File: src/rtl/step_counter.sv
//------------------------------------------------------------------------------
// Module      : step_counter
// Description : Loadable up/down counter advancing by a 0..2^STEP_W-1 step per
//               cycle, with wrap or saturate on overflow, an overflow pulse and
//               a sticky overflow flag.
// Revision    : 1.0 - initial release
//------------------------------------------------------------------------------
`default_nettype none

module step_counter #(
    parameter int WIDTH    = 4,
    parameter int STEP_W   = 2,
    parameter int SATURATE = 0
) (
    input  logic              clk,
    input  logic              rst,
    input  logic              ld,
    input  logic [WIDTH-1:0]  init,
    input  logic              en,
    input  logic              dir,
    input  logic [STEP_W-1:0] step,
    input  logic              clr_ovf,
    output logic [WIDTH-1:0]  cnt,
    output logic              co,
    output logic              zero,
    output logic              ovf,
    output logic              ovf_sticky
);

    localparam logic [WIDTH-1:0] c_ALL_ONES = '1;
    localparam logic [WIDTH-1:0] c_ZERO     = '0;

    logic [WIDTH-1:0] r_cnt;
    logic             r_ovf;
    logic             r_ovf_sticky;

    logic [WIDTH-1:0] w_step_ext;
    logic [WIDTH:0]   w_sum;
    logic [WIDTH:0]   w_diff;
    logic             w_carry;
    logic [WIDTH-1:0] w_result;
    logic [WIDTH-1:0] w_next_cnt;
    logic             w_ovf_event;

    // Both directions are formed one bit wider so the top bit is carry/borrow.
    assign w_step_ext = WIDTH'(step);
    assign w_sum      = {1'b0, r_cnt} + {1'b0, w_step_ext};
    assign w_diff     = {1'b0, r_cnt} - {1'b0, w_step_ext};
    assign w_carry    = dir ? w_diff[WIDTH] : w_sum[WIDTH];
    assign w_result   = dir ? w_diff[WIDTH-1:0] : w_sum[WIDTH-1:0];

    // A load takes priority over counting, so it never signals an overflow.
    assign w_ovf_event = en & ~ld & w_carry;

    generate
        if (SATURATE != 0) begin : g_saturate
            logic [WIDTH-1:0] w_clamp;
            assign w_clamp    = dir ? c_ZERO : c_ALL_ONES;
            assign w_next_cnt = w_carry ? w_clamp : w_result;
        end else begin : g_wrap
            assign w_next_cnt = w_result;
        end
    endgenerate

    always_ff @(posedge clk) begin
        if (rst) begin
            r_cnt        <= c_ZERO;
            r_ovf        <= 1'b0;
            r_ovf_sticky <= 1'b0;
        end else begin
            if (ld) begin
                r_cnt <= init;
            end else if (en) begin
                r_cnt <= w_next_cnt;
            end
            r_ovf        <= w_ovf_event;
            // Setting wins over clearing in the same cycle.
            r_ovf_sticky <= w_ovf_event | (r_ovf_sticky & ~clr_ovf);
        end
    end

    assign cnt        = r_cnt;
    assign co         = (r_cnt == c_ALL_ONES);
    assign zero       = (r_cnt == c_ZERO);
    assign ovf        = r_ovf;
    assign ovf_sticky = r_ovf_sticky;

endmodule

`default_nettype wire

File: config.mk
export PLATFORM = sky130hd
export DESIGN_NAME = step_counter
export DESIGN_NICKNAME = d
export VERILOG_FILES = /design/src/rtl/step_counter.sv
export SDC_FILE = /design/constraint.sdc
export NUM_CORES = 1
export LEC_CHECK = 0
export ABC_AREA = 1
export BUFFER_PORTS_ARGS = -buffer_cell sky130_fd_sc_hd__buf_2
export CAP_MARGIN = 20
export CORE_AREA = 2 2 39 41
export DETAILED_ROUTE_END_ITERATION = 10
export DIE_AREA = 0 0 41 43
export PLACE_DENSITY = 0.73
export SYNTH_ARGS = -nofsm -noshare
export SYNTH_HDL_FRONTEND = slang
export SYNTH_SLANG_ARGS = --single-unit
File: constraint.sdc
create_clock -name clk -period 2.3 [get_ports clk]
set_clock_uncertainty 0.1 [all_clocks]
set_input_delay 0.115 -clock clk [delete_from_list [all_inputs] [get_ports clk]]
set_output_delay 0.115 -clock clk [all_outputs]
set_load 0.01 [all_outputs]
==> flow_metrics.tcl <==
set metrics [dict create \
    yosysSeqAreaShare_pct 25.9 \
    start_util_pct 33.5 \
    synthCells 67 \
    yosysUniqueCellTypes 18 \
    hold_viol 0 \
    grt_overflow 0 \
    antenna_cells 0 \
    cts_sinks 6 \
    ant_nets 0 \
    synthArstFlopShare_pct 0 \
    core_um2 1380 \
    cts_tree "yes" \
    holdPathEnd "cnt[3]$_SDFFE_PP0P_" \
    netlist_area_um2 463 \
    io_buffers 19 \
    yosys_warnings 0 \
    start_kind "register" \
    end_kind "register" \
    drv_cap 0 \
    ios 20 \
    setup_tns_ns 0 \
    vias 485 \
    fin_crit_sh_pct 76.1 \
    cts_root_buffer "clkbuf_4" \
    multi_input_area_um2 290 \
    setup_viol 0 \
    antenna_found_initial 0 \
    worstHoldPathCells 2 \
    path_cells "inv_1 -> ha_1 -> fa_1 -> o21ai_2 -> xor2_1 -> nand2_1 -> a21oi_1" \
    relSlewSlack_pct 83.3 \
    cts-buffers-inserted 3 \
    clk_pin_slew_ns 0.05 \
    worstPathRequired_ns 2.39 \
    syn_nets 85 \
    drt_iter0_markers 7 \
    synth_edf_count 0 \
    synth_ff_type "dfxtp_1" \
    cp_max_fo 5 \
    critical_path_arrival_ns 1.84 \
    synth.avg_cell_area_um2 6.91 \
    cp-startpoint "cnt[0]$_SDFFE_PP0P_" \
    grt_pass1_wl_um 1890 \
    r2r-start "cnt[0]$_SDFFE_PP0P_" \
    slowest_delay_ns 0.41 \
    dp_hpwl_um 848 \
    grt_max_degree 8 \
    route.detailed.drc 0 \
    finalPower_w 0.000307 \
    layout.nets 109 \
    dieWidth_um 41 \
    ys_ff_latch 6 \
    critPathKind "reg2reg" \
    drive_gt1_share_pct 29.2 \
    post_cts_buffers 0 \
    path_delay_family "adder cells" \
    r2r_slack_ns 0.55 \
    maxSlewViolCount 0 \
    grt_pass1_vias 470 \
    rsz0062_at_grt "false" \
    cts_hold_buf 0 \
    slowest_stage "fa_1" \
    via_per_inst 4.62 \
    grt_usage_pct 16.5 \
    worstSetupPathDepth 7 \
    fmax_mhz 571 \
    wirelength_um 1050 \
    wire_per_inst_um 10.0 \
    nFillCells 137 \
    worstRegToRegCells 7 \
    cts_resized 0 \
    r2r-end "cnt[2]$_SDFFE_PP0P_" \
    hp-class "in2reg" \
    clock_latency_ns 0.26 \
    die-area_um2 1760 \
    seq_area_um2 120 \
    worstMarginPinSlew_ns 0.249 \
    firstDrtPassIters 4 \
    power_density_nw_per_um2 511 \
    fp.dieH_um 43 \
    outcome "completed" \
    peakVddDrop_uv 300 \
    num_rows 14 \
    area_delta_synth_final_pct 29.7 \
    leakage_nw 0.325 \
    clk_path_buf_depth 2 \
    gp_congestion 0.828 \
    min_from "rst" \
    min_period_ns 1.75 \
    htreeDepth 1 \
    worst-path-buf-inv 1 \
]
## layout by cell type (no fill, tap or decap)
cell type and instances:
nand2_1 18, o31ai_1 1, clkbuf_4 3, nor2_1 5, inv_1 12, inv_2 2, o21ai_2 1, nor3_1 1
a31oi_1 1, a22oi_1 3, nand3_1 5, xor2_1 1, nor4_1 1, fa_1 2, buf_2 19, ha_1 4
o21ai_0 1, a21oi_1 2, a21oi_2 1, dfxtp_1 6
## stage by stage
stage | setup WS [ns] | instance area, um^2 | cells | util (%) | hold slack (ns)
finish | 0.549 | 601 | 105 | 43.4 | 0.00208
global route | 0.415 | 601 | 105 | 43.4 | 0.00676
CTS | 0.562 | 601 | 105 | 43.4 | 0.000263
detailed placement | 0.580 | 578 | 102 | 41.8 | 0.261
global placement | 0.622 | 578 | 102 | 41.8 | 0.259
floorplan | 0.613 | 463 | 67 | - | 0.0774
## layer usage
| metal | up-vias | track usage (%) | part of all wire, % |
|---|---|---|---|
| li1 | 259 | - | - |
| met1 | 201 | 19.0 | 42 |
| met3 | 5 | 3.14 | 7.0 |
| met4 | 0 | 14.0 | 4.0 |
| met2 | 20 | 24.4 | 47 |
| met5 | - | 0 | 0 |
## cell usage after synthesis, drive strengths merged, types with 2 or more instances
cell type,count,area [um^2]
a21oi,3,18.8
a22oi,3,22.5
dfxtp,6,120
fa,2,40.0
ha,4,50.1
inv,14,52.6
nand2,18,67.6
nand3,5,25.0
nor2,5,18.8
o21ai,2,13.8
## report_power, final
part / switching [W] / internal [W] / total, W
Clock: 0.0000415 / 0.0000592 / 0.000101
Combinational: 0.0000488 / 0.0000377 / 0.0000866
Sequential: 0.00000864 / 0.000111 / 0.000119
Total: 0.0000990 / 0.000208 / 0.000307
## cells by family (layout without fill, tap and decap cells)
| group | Yosys count | after routing | share of synthesized area [%] |
|---|---|---|---|
| simple gates | 30 | 30 | 26.5 |
| flops | 6 | 6 | 25.9 |
| buf+inv | 14 | 36 | 11.4 |
| xor+xnor | 1 | 1 | 1.89 |
| compound gates | 10 | 10 | 14.9 |
| fa+ha+maj | 6 | 6 | 19.5 |
## state kept, by name, indices dropped and copies added, names as in the netlist
register / count
ovf_sticky: 1
ovf: 1
cnt: 4
## area by class of cell
class                      instances  share of cell area, %
clock buffer                       3                   3.75
inverter                          14                   8.75
multi-input combinational         47                   48.3
sequential                         6                   20.0
tap                               16                   3.33
timing repair buffer              19                   15.8
## how the worst max path moves through the flow
stage,slack (ns),to
2_1_floorplan,0.61,cnt[2]$_SDFFE_PP0P_
3_3_place_gp,0.62,cnt[2]$_SDFFE_PP0P_
3_5_place_dp,0.58,cnt[2]$_SDFFE_PP0P_
4_1_cts,0.56,cnt[2]$_SDFFE_PP0P_
5_1_grt,0.42,cnt[2]$_SDFFE_PP0P_
6_report,0.55,cnt[2]$_SDFFE_PP0P_
(Power assumes the default switching activity.)
